$ cat config.mk
export PLATFORM = sky130hd
export DESIGN_NAME = fifo_reader
export DESIGN_NICKNAME = d
export VERILOG_FILES = /design/src/rtl/fifo_reader_pkg.sv /design/src/rtl/fifo_reader_skid.sv /design/src/rtl/fifo_reader.sv
export SDC_FILE = /design/constraint.sdc
export NUM_CORES = 1
export LEC_CHECK = 0
export ABC_AREA = 1
export CAP_MARGIN = 20
export CORE_MARGIN = 3
export CORE_UTILIZATION = 50
export CTS_CLUSTER_SIZE = 25
export DETAILED_ROUTE_END_ITERATION = 8
export GPL_ROUTABILITY_DRIVEN = 0
export HOLD_SLACK_MARGIN = 0.03
export PLACE_DENSITY = 0.8
export REMOVE_ABC_BUFFERS = 1
export SLEW_MARGIN = 15
export SYNTH_ARGS = -nofsm -noshare
export SYNTH_HDL_FRONTEND = slang
export SYNTH_HIERARCHICAL = 1
export SYNTH_SLANG_ARGS = --single-unit
export TNS_END_PERCENT = 10
$ cat constraint.sdc
create_clock -name clk -period 4.5 [get_ports clk]
set_input_delay 0.675 -clock clk [delete_from_list [all_inputs] [get_ports clk]]
set_output_delay 0.675 -clock clk [all_outputs]
set_load 0.05 [all_outputs]
$ cat src/rtl/fifo_reader_pkg.sv
// -----------------------------------------------------------------------------
// fifo_reader_pkg
//
// Purpose : Shared types and sizing constants for the FIFO read-side drainer
//           (fifo_reader) and its skid buffer (fifo_reader_skid).
//
// Contents:
//   state_t    - controller state encoding (IDLE / RUN / STOP)
//   SKID_DEPTH - number of words the skid buffer can hold
//   OCC_WIDTH  - width of the skid occupancy count (holds 0..SKID_DEPTH)
// -----------------------------------------------------------------------------
package fifo_reader_pkg;

   // Controller states. The encodings are fixed because other blocks of the
   // codebase decode them from debug taps.
   typedef enum logic [1:0] {
      IDLE = 2'd0,
      RUN  = 2'd1,
      STOP = 2'd2
   } state_t;

   // Two entries are enough to cover the one-cycle FIFO read latency: one
   // word may sit in the buffer while a second one is still in flight.
   localparam int SKID_DEPTH = 2;
   localparam int OCC_WIDTH  = 2;

endpackage : fifo_reader_pkg

$ cat src/rtl/fifo_reader_skid.sv
// -----------------------------------------------------------------------------
// fifo_reader_skid
//
// Purpose : Two-entry ordered skid buffer. Words are pushed behind the current
//           occupant and popped from the head. A simultaneous push and pop at
//           occupancy 1 replaces the head with the new word. When the buffer
//           is empty the head output keeps its last value.
//
// Ports:
//   clk        in   clock, rising edge
//   clear      in   synchronous active-high clear (empties buffer, zeroes data)
//   push       in   write push_data this cycle
//   push_data  in   [DATA_WIDTH] word to write
//   pop        in   remove the head this cycle (only when head_valid)
//   head_data  out  [DATA_WIDTH] oldest stored word
//   head_valid out  buffer holds at least one word
//   occ        out  [OCC_WIDTH] number of stored words, 0..SKID_DEPTH
//
// The caller guarantees that push never occurs at full occupancy without a
// pop in the same cycle, and that pop never occurs when empty.
// -----------------------------------------------------------------------------
module fifo_reader_skid
   import fifo_reader_pkg::*;
#(
   parameter int DATA_WIDTH = 8
) (
   input  logic                  clk,
   input  logic                  clear,
   input  logic                  push,
   input  logic [DATA_WIDTH-1:0] push_data,
   input  logic                  pop,
   output logic [DATA_WIDTH-1:0] head_data,
   output logic                  head_valid,
   output logic [OCC_WIDTH-1:0]  occ
);

   logic [DATA_WIDTH-1:0] mem [SKID_DEPTH];

   // Slot the incoming word lands in: directly behind whatever remains after
   // this cycle's pop. Remaining words are 0 or 1 in every legal case, so
   // the push goes to the head when the buffer drains to empty and to the
   // tail otherwise.
   logic wr_slot;
   assign wr_slot = (occ == 2'd2) || ((occ == 2'd1) && !pop);

   // NOTE: sequential state is written with non-blocking assignments so every
   // register samples the pre-edge values; mixing in blocking writes here
   // would make the mem[0] <= mem[1] shift order-dependent.
   always_ff @(posedge clk) begin
      if (clear) begin
         occ <= '0;
         // NOTE: the storage is cleared along with the control state because
         // the head is visible on the output port and must read as zero after
         // a clear. Wider buffers without that need should leave data
         // registers out of the reset.
         for (int i = 0; i < SKID_DEPTH; i++) begin
            mem[i] <= '0;
         end
      end else begin
         // Advance the tail into the head when the head leaves a full buffer.
         if (pop && (occ == 2'd2)) begin
            mem[0] <= mem[1];
         end
         if (push) begin
            mem[wr_slot] <= push_data;
         end
         occ <= occ + {1'b0, push} - {1'b0, pop};
      end
   end

   assign head_data  = mem[0];
   assign head_valid = (occ != '0);

endmodule : fifo_reader_skid

$ cat src/rtl/fifo_reader.sv
// -----------------------------------------------------------------------------
// fifo_reader
//
// Purpose : Drains a synchronous FIFO with one-cycle read latency and presents
//           the words on a valid/ready stream. Reads are issued only when the
//           skid buffer has room for every word already in flight, so
//           downstream backpressure never drops data.
//
// Ports:
//   clk             in   clock, rising edge
//   clear           in   synchronous active-high reset
//   enable          in   level; 1 = keep draining the FIFO
//   fifo_rd         out  read strobe to the FIFO rd pin (combinational)
//   fifo_empty      in   FIFO empty flag
//   fifo_data       in   [DATA_WIDTH] FIFO data_out
//   fifo_data_valid in   FIFO data_out_valid (one cycle after an accepted read)
//   out_data        out  [DATA_WIDTH] head of the skid buffer
//   out_valid       out  skid buffer not empty
//   out_ready       in   downstream accept
//   busy            out  controller not IDLE
//   protocol_err    out  sticky; FIFO returned data with no read outstanding
//   word_count      out  [CNT_WIDTH] delivered-word counter, wraps; present
//                        only when RD_WORD_COUNT_EN is defined
//
// Configuration macro: RD_WORD_COUNT_EN adds the word_count port and counter.
//
// Timing: fifo_rd high in cycle N -> data returns in N+1 and is pushed at
// the end of N+1 -> out_valid is high in N+2.
// -----------------------------------------------------------------------------
module fifo_reader
   import fifo_reader_pkg::*;
#(
   parameter int DATA_WIDTH = 8,
   parameter int CNT_WIDTH  = 16
) (
   input  logic                  clk,
   input  logic                  clear,
   input  logic                  enable,
   output logic                  fifo_rd,
   input  logic                  fifo_empty,
   input  logic [DATA_WIDTH-1:0] fifo_data,
   input  logic                  fifo_data_valid,
   output logic [DATA_WIDTH-1:0] out_data,
   output logic                  out_valid,
   input  logic                  out_ready,
   output logic                  busy,
   output logic                  protocol_err
`ifdef RD_WORD_COUNT_EN
   ,
   output logic [CNT_WIDTH-1:0]  word_count
`endif
);

   if (DATA_WIDTH < 1 || CNT_WIDTH < 1) begin : g_bad_params
      $error("fifo_reader: DATA_WIDTH and CNT_WIDTH must both be at least 1");
   end

   state_t               state;
   logic                 inflight;
   logic                 push;
   logic                 pop;
   logic [OCC_WIDTH-1:0] occ;
   logic [OCC_WIDTH:0]   reserved;

   assign pop  = out_valid & out_ready;
   // Only data answering one of our own reads is accepted; anything else is
   // flagged below and dropped.
   assign push = fifo_data_valid & inflight;

   // Buffer slots that will be spoken for after this cycle: words stored plus
   // the word still returning, minus the word leaving now. A new read is
   // allowed only if its data is guaranteed a slot.
   assign reserved = {1'b0, occ}
                   + {{OCC_WIDTH{1'b0}}, inflight}
                   - {{OCC_WIDTH{1'b0}}, pop};

   assign fifo_rd = !clear
                 && (state == RUN)
                 && !fifo_empty
                 && (reserved < (OCC_WIDTH + 1)'(SKID_DEPTH));

   assign busy = (state != IDLE);

   // Controller: state, in-flight tracking and the sticky error flag.
   always_ff @(posedge clk) begin
      if (clear) begin
         state        <= IDLE;
         inflight     <= 1'b0;
         protocol_err <= 1'b0;
      end else begin
         // The FIFO answers every accepted read exactly one cycle later.
         inflight <= fifo_rd;

         if (fifo_data_valid && !inflight) begin
            protocol_err <= 1'b1;
         end

         case (state)
            IDLE: begin
               if (enable) begin
                  state <= RUN;
               end
            end
            RUN: begin
               if (!enable) begin
                  state <= STOP;
               end
            end
            STOP: begin
               // Stay busy until the outstanding read has landed and the
               // consumer has taken every buffered word.
               if (enable) begin
                  state <= RUN;
               end else if ((occ == '0) && !inflight && !push) begin
                  state <= IDLE;
               end
            end
            default: state <= IDLE;
         endcase
      end
   end

   fifo_reader_skid #(
      .DATA_WIDTH (DATA_WIDTH)
   ) u_skid (
      .clk        (clk),
      .clear      (clear),
      .push       (push),
      .push_data  (fifo_data),
      .pop        (pop),
      .head_data  (out_data),
      .head_valid (out_valid),
      .occ        (occ)
   );

`ifdef RD_WORD_COUNT_EN
   // Counts words accepted downstream; wraps naturally at 2**CNT_WIDTH.
   always_ff @(posedge clk) begin
      if (clear) begin
         word_count <= '0;
      end else if (pop) begin
         word_count <= word_count + CNT_WIDTH'(1);
      end
   end
`endif

endmodule : fifo_reader
# Yosys cells after proc, flatten, opt, wreduce, memory -nomap -nowiden
# Memories as Yosys holds them, arrays and structs flattened.
# Cells that the tools add are included.
[classes] add_sub_neg=4 order_cmp=1 n_eq_ne=7 n_mux=17 n_bitwise=3 n_reduce_logical=20
[ops] op="2-to-1 mux 8 bit" n=2
[ops] op="2-to-1 mux 1 bit" n=10
[ops] op="logical AND 1 bit" n=8
[ops] op="2-to-1 mux 2 bit" n=4
[ops] op="OR reduction 8 bit" n=1
[ops] op="one-hot mux 2 bit (3 select lines)" n=1
[ops] op="logical NOT 1 bit" n=5
[ops] op="equality test 2 x 1 -> 1 bit, second input constant" n=2
[ops] op="equality test 2 bit, second input constant" n=2
[ops] op="logical NOT 2 bit" n=2
[ops] op="!= test 2 bit, second input constant" n=2
[ops] op="nonzero test 2 bit" n=2
[ops] op="adder 2 x 1 -> 3 bit" n=1
[ops] op="< comparator 3 x 2 -> 1 bit, second input constant" n=1
[ops] op="!= test 3 bit, second input constant" n=1
[ops] op="AND reduction 3 bit" n=1
[ops] op="subtractor 3 x 1 -> 3 bit" n=1
[ops] op="adder 2 x 1 -> 2 bit" n=1
[ops] op="AND 1 bit" n=2
[ops] op="subtractor 2 x 1 -> 2 bit" n=1
[ops] op="logical OR 1 bit" n=1
[ops] op="OR 1 bit" n=1
[word_totals] register_bits=6 mem_bits_rw=16 input_bits=14 output_inout_bits=12 wordCells=57 mem_count=1
[mem_list] memory="u_skid.mem" words=2 width=8 read_ports=2 rd_clocked_by_memory_dff=0 write_ports=2 line_no="fifo_reader_skid.sv:37" source="logic [DATA_WIDTH-1:0] mem [SKID_DEPTH];"

# Longest topological paths before layout
[depth] ltp_word=7 depth_mapped=11 depth_no_buf=11

# By module
# The synthesis kept the hierarchy.
[by_module_without_submodules] mod="fifo_reader_skid" n_inst=1 cells_per_inst=88 area_each_um2=897.1
[by_module_without_submodules] mod="fifo_reader" n_inst=1 cells_per_inst=37 area_each_um2=250.2

# Worst setup path before layout
# Ideal clock, no wire load.
[synth_timing] path_kind="register to output" startpoint="register u_skid.occ[1]" endpoint="output fifo_rd" arrival_time_ns=2.773 required_ns=3.825 slack_ns=1.052 path_stages_with_launch=10 n_path_buf=0 cell_sequence="dfxtp_1 > inv_2 > nand2_1 > nand2_1 > inv_1 > ha_1 > or2_2 > fa_1 > nand2_1 > nor2_1"
[synth_via] elab_chain_cells=5 elab_cells_between_ends=6
[synth_rtl] element="start: declaration" line_no="fifo_reader_skid.sv:34" source="output logic [OCC_WIDTH-1:0] occ"
[synth_rtl] element="start signal: assignment" line_no="fifo_reader_skid.sv:67" source="occ <= occ + {1'b0, push} - {1'b0, pop};"
[synth_rtl] element="nonzero test 2 bit" line_no="fifo_reader_skid.sv:72" source="assign head_valid = (occ != '0);"
[synth_rtl] element="via out_valid" line_no="fifo_reader.sv:44" source="output logic out_valid,"
[synth_rtl] element="AND 1 bit" line_no="fifo_reader.sv:65" source="assign pop = out_valid & out_ready;"
[synth_rtl] element="via pop" line_no="fifo_reader.sv:61" source="logic pop;"
[synth_rtl] element="subtractor 3 x 1 -> 3 bit" line_no="fifo_reader.sv:75" source="- {{OCC_WIDTH{1'b0}}, pop};"
[synth_rtl] element="< comparator 3 x 2 -> 1 bit" line_no="fifo_reader.sv:80" source="&& (reserved < (OCC_WIDTH + 1)'(SKID_DEPTH));"
[synth_rtl] element="logical AND 1 bit" line_no="fifo_reader.sv:80"
[synth_rtl] element="end: declaration" line_no="fifo_reader.sv:39" source="output logic fifo_rd,"
# The timed path passes the listed nets, and every way through them passes these cells.

# Worst setup path after layout
[layout_timing] startpoint="input out_ready" endpoint="output fifo_rd"
[layout_via] elab_chain_cells=4
[layout_rtl] element="start: declaration" line_no="fifo_reader.sv:45" source="input logic out_ready,"
[layout_rtl] element="AND 1 bit" line_no="fifo_reader.sv:65"
[layout_rtl] element="via pop" line_no="fifo_reader.sv:61"
[layout_rtl] element="subtractor 3 x 1 -> 3 bit" line_no="fifo_reader.sv:75"
[layout_rtl] element="< comparator 3 x 2 -> 1 bit" line_no="fifo_reader.sv:80"
[layout_rtl] element="logical AND 1 bit" line_no="fifo_reader.sv:80"
# The timed path passes the listed nets, and every way through them passes these cells.

==> summary.txt <==
Setup path
  • CP max stage cell: clkdlybuf4s50_1
  • CP endpoint kind: output port
  • Setup crit start kind: input port
  • Kind of critical path: input port to output port
  • CP endpoint: fifo_rd
  • CP peak stage delay: between 0.8 and 0.9 ns
  • Reg2reg setup slack: 2.40 ns
  • Worst r2r path cells: 11
  • WP data required: ~3.8 ns
  • CP Launch Point: out_ready
  • RR Endpoint: inflight$_SDFF_PP0_
  • CP cell instances: clkdlybuf4s50_1 -> nand2_1 -> inv_1 -> ha_1 -> or2_2 -> fa_1 -> nand2_1 -> nor2_1 -> clkdlybuf4s50_1
  • Max FO, Critical Path: 3
  • CP Data Arrival Time: approximately 3.3 ns
  • Worst R2R Start: u_skid/occ[1]$_SDFF_PP0_

Timing
  • Pins Over Slew Limit: 0
  • Final Hold Fails: 0
  • Worst Tran Pin Value: roughly 0.50 ns
  • Final WS setup: 0.544 ns
  • Final setup vio count: 0
  • Tmin final: 3.96 ns
  • Relative slew slack: 66.6%
  • Skew final: between 0.003 and 0.004 ns
  • Setup TNS: 0 ns
  • Peak Freq: between 200 and 300 MHz
  • Final Cycle Share: ~90%
  • RSZ-0062 raised after global routing: no
  • Hold Slack: 0.491 ns

Clocking
  • CTS Hold Bufs: 0
  • Inserted Clock Buffers: 3
  • Worst-skew pair later-pin latency: about 0.30 ns
  • Post_cts resized: 0
  • CTS Buffer Depth: 2
  • Clock root cell: clkbuf_4
  • Clock sink count: 22
  • Post-CTS setup buffers: 0
  • TritonCTS clock tree: done
  • Clk pin slew, worst setup/hold paths: 0.12 ns
  • H-tree depth: 1

Route
  • Routed Antenna Nets: 0
  • DR iter-0 viols: 13
  • Total wire length: 2180 um
  • Vias per cell: 4.80
  • WL per Instance: 12.2 um
  • Vias: 860
  • DRC viols: 0
  • Drt pass-1 iters: 4

Finish
  • Layout area overhead: 25.6%
  • Nets: 171
  • Leading cell types in the layout, fill and taps excluded: clkdlybuf4s50_1 (25), nand2_1 (22), inv_1 (22), nor2_1 (16), edfxtp_1 (16)
  • Core Util, Final: 69.9%
  • Most common cell after layout, fill and taps aside: clkdlybuf4s50_1
  • Proportion of layout cells with a drive suffix above 1: 12.5%
  • Antenna diodes: 0
  • Filler instances: approximately 170

Floorplan
  • Die Y: 53.9 um
  • Die W: 53.9 um
  • IO Count: 26
  • # rows: 16
  • Starting Density: between 50% and 60%
  • Core ar.: 0.00206 mm^2
  • DIE AREA: 0.00291 mm^2

Power
  • P_sw: approximately 0.00021 W
  • Seq pwr share: 45.1%
  • Comb pwr share: 38.2%
  • Leakage: ~0.66 nW
  • Power per Cell Area: 379 mW/mm^2
  • Pwr Total: about 0.00055 W
  • P_int: roughly 0.00034 W
  • Clock power frac: roughly 17%
  • Net Sw Frac: 38.6%
  • Worst vdd ir: approximately 0.24 mV

Synth
  • Top cell type's share of synthesized area: 41.9%
  • Netlist Area Pre-Place: 0.00115 mm^2
  • Synth Area in XOR/XNOR: 0%
  • Register area share after synthesis: roughly 52%
  • Post-Synth Simple-Gate Area: between 30% and 40%
  • Synth area leaders: edfxtp_1 (42%), dfxtp_1 (10%), inv_1 (7.2%)
  • Mux share of post-synthesis cell area: 0%
  • Distinct cells, synth: 20
  • Largest family of logic cells by synthesized area: simple AND/OR/NAND/NOR gates
  • Synthesized flop and latch total: 22
  • Mapped Cells: ~130
  • Syn Area/Cell: about 9.2 um^2
  • Synth Area in Adders: under 10%
  • Cell taking the most area after synthesis: edfxtp_1
  • Compound-Gate Fraction of Synth Area: 0.872%
  • Synth warnings: 6

Global route
  • Vias in the first global route: 877
  • First-pass GRT wire length: 3780 um
  • Grt ovf: 0
  • Initial antenna violation count: 0
  • Largest net degree at the start of global routing: 13
  • All-Layer GR Usage: 18.4%

Worst hold path
  • Hold Path Class: register to register

Run
  • Max-Cap Viols: 0

Placement
  • Detail Placement HPWL: 1630 um
  • Pre-CTS WS: between 0.5 and 0.6 ns
  • Port buffer count: 25

Status
  • Outcome: finished clean
stage by stage:
step           area [um^2]  cells
6_report              1440    179
5_1_grt               1440    179
4_1_cts               1440    179
3_5_place_dp          1420    175
3_3_place_gp          1420    175
2_1_floorplan         1130    123
layer usage:
metal	GRT usage (%)	part of all wire, %	wire [um]	vias up
met2	30.4	49	1070	17
met1	22.6	46	1010	382
met4	9.36	0.87	19	0
li1	-	-	-	459
met3	3.60	4.0	88	2
met5	0	0	0	-
power by group through the flow:
stage	Clock (W)	Sequential [W]	Combinational [W]
6_report	0.0000912	0.000246	0.000208
3_5_place_dp	0	0.000251	0.000207
3_3_place_gp	0	0.000250	0.000198
4_1_cts	0.0000941	0.000246	0.000208
5_1_grt	0.000104	0.000248	0.000228
2_1_floorplan	0	0.000270	0.000125
cells by family after synthesis:
group	count (synthesis)
and+or+nand+nor	70
buffers and inverters	27
DFF	22
adders and majority gates	4
AOI/OAI and AO/OA	2
worst min path at each step:
stage	startpoint	to	cells after the start
finish	protocol_err$_SDFFE_PP0P_	protocol_err$_SDFFE_PP0P_	2
global route	protocol_err$_SDFFE_PP0P_	protocol_err$_SDFFE_PP0P_	2
CTS	protocol_err$_SDFFE_PP0P_	protocol_err$_SDFFE_PP0P_	2
detailed placement	protocol_err$_SDFFE_PP0P_	protocol_err$_SDFFE_PP0P_	2
global placement	protocol_err$_SDFFE_PP0P_	protocol_err$_SDFFE_PP0P_	2
floorplan	inflight$_SDFF_PP0_	protocol_err$_SDFFE_PP0P_	3
state kept, by name, indices dropped and copies added, names as in the netlist:
| signal | count |
|---|---|
| inflight | 1 |
| protocol_err | 1 |
| state | 2 |
| u_skid/mem | 16 |
| u_skid/occ | 2 |
worst max-delay path, delay by kind of cell:
kind	cells	cell delay, ns
adders and majority gates	2	0.72
buffers and inverters	3	1.36
and+or+nand+nor	4	0.53
cell usage after synthesis:
| library cell | n |
|---|---|
| edfxtp_1 | 16 |
| nand3_1 | 11 |
| nand3_2 | 3 |
| nand2_1 | 22 |
| fa_1 | 1 |
| nand4_1 | 8 |
| inv_1 | 22 |
| ha_1 | 3 |
| nand2_2 | 2 |
| a21oi_1 | 2 |
| buf_6 | 1 |
| nor2_2 | 3 |
| dfxtp_1 | 6 |
| nor2_4 | 1 |
| or2_2 | 1 |
| nand2_4 | 2 |
| nor2_8 | 1 |
| nor2_1 | 16 |
| buf_2 | 1 |
| inv_2 | 3 |
layout make-up:
class / count / area [um^2] / area share (%)
Sequential cell: 22 / 601 / 41.7
Multi-Input combinational cell: 76 / 437 / 30.3
Timing Repair Buffer: 25 / 250 / 17.4
Inverter: 25 / 93.8 / 6.51
Tap cell: 27 / 33.8 / 2.34
Clock buffer: 3 / 22.5 / 1.56
Clock inverter: 1 / 3.75 / 0.260
No activity file was read; power rests on OpenSTA's default activity.
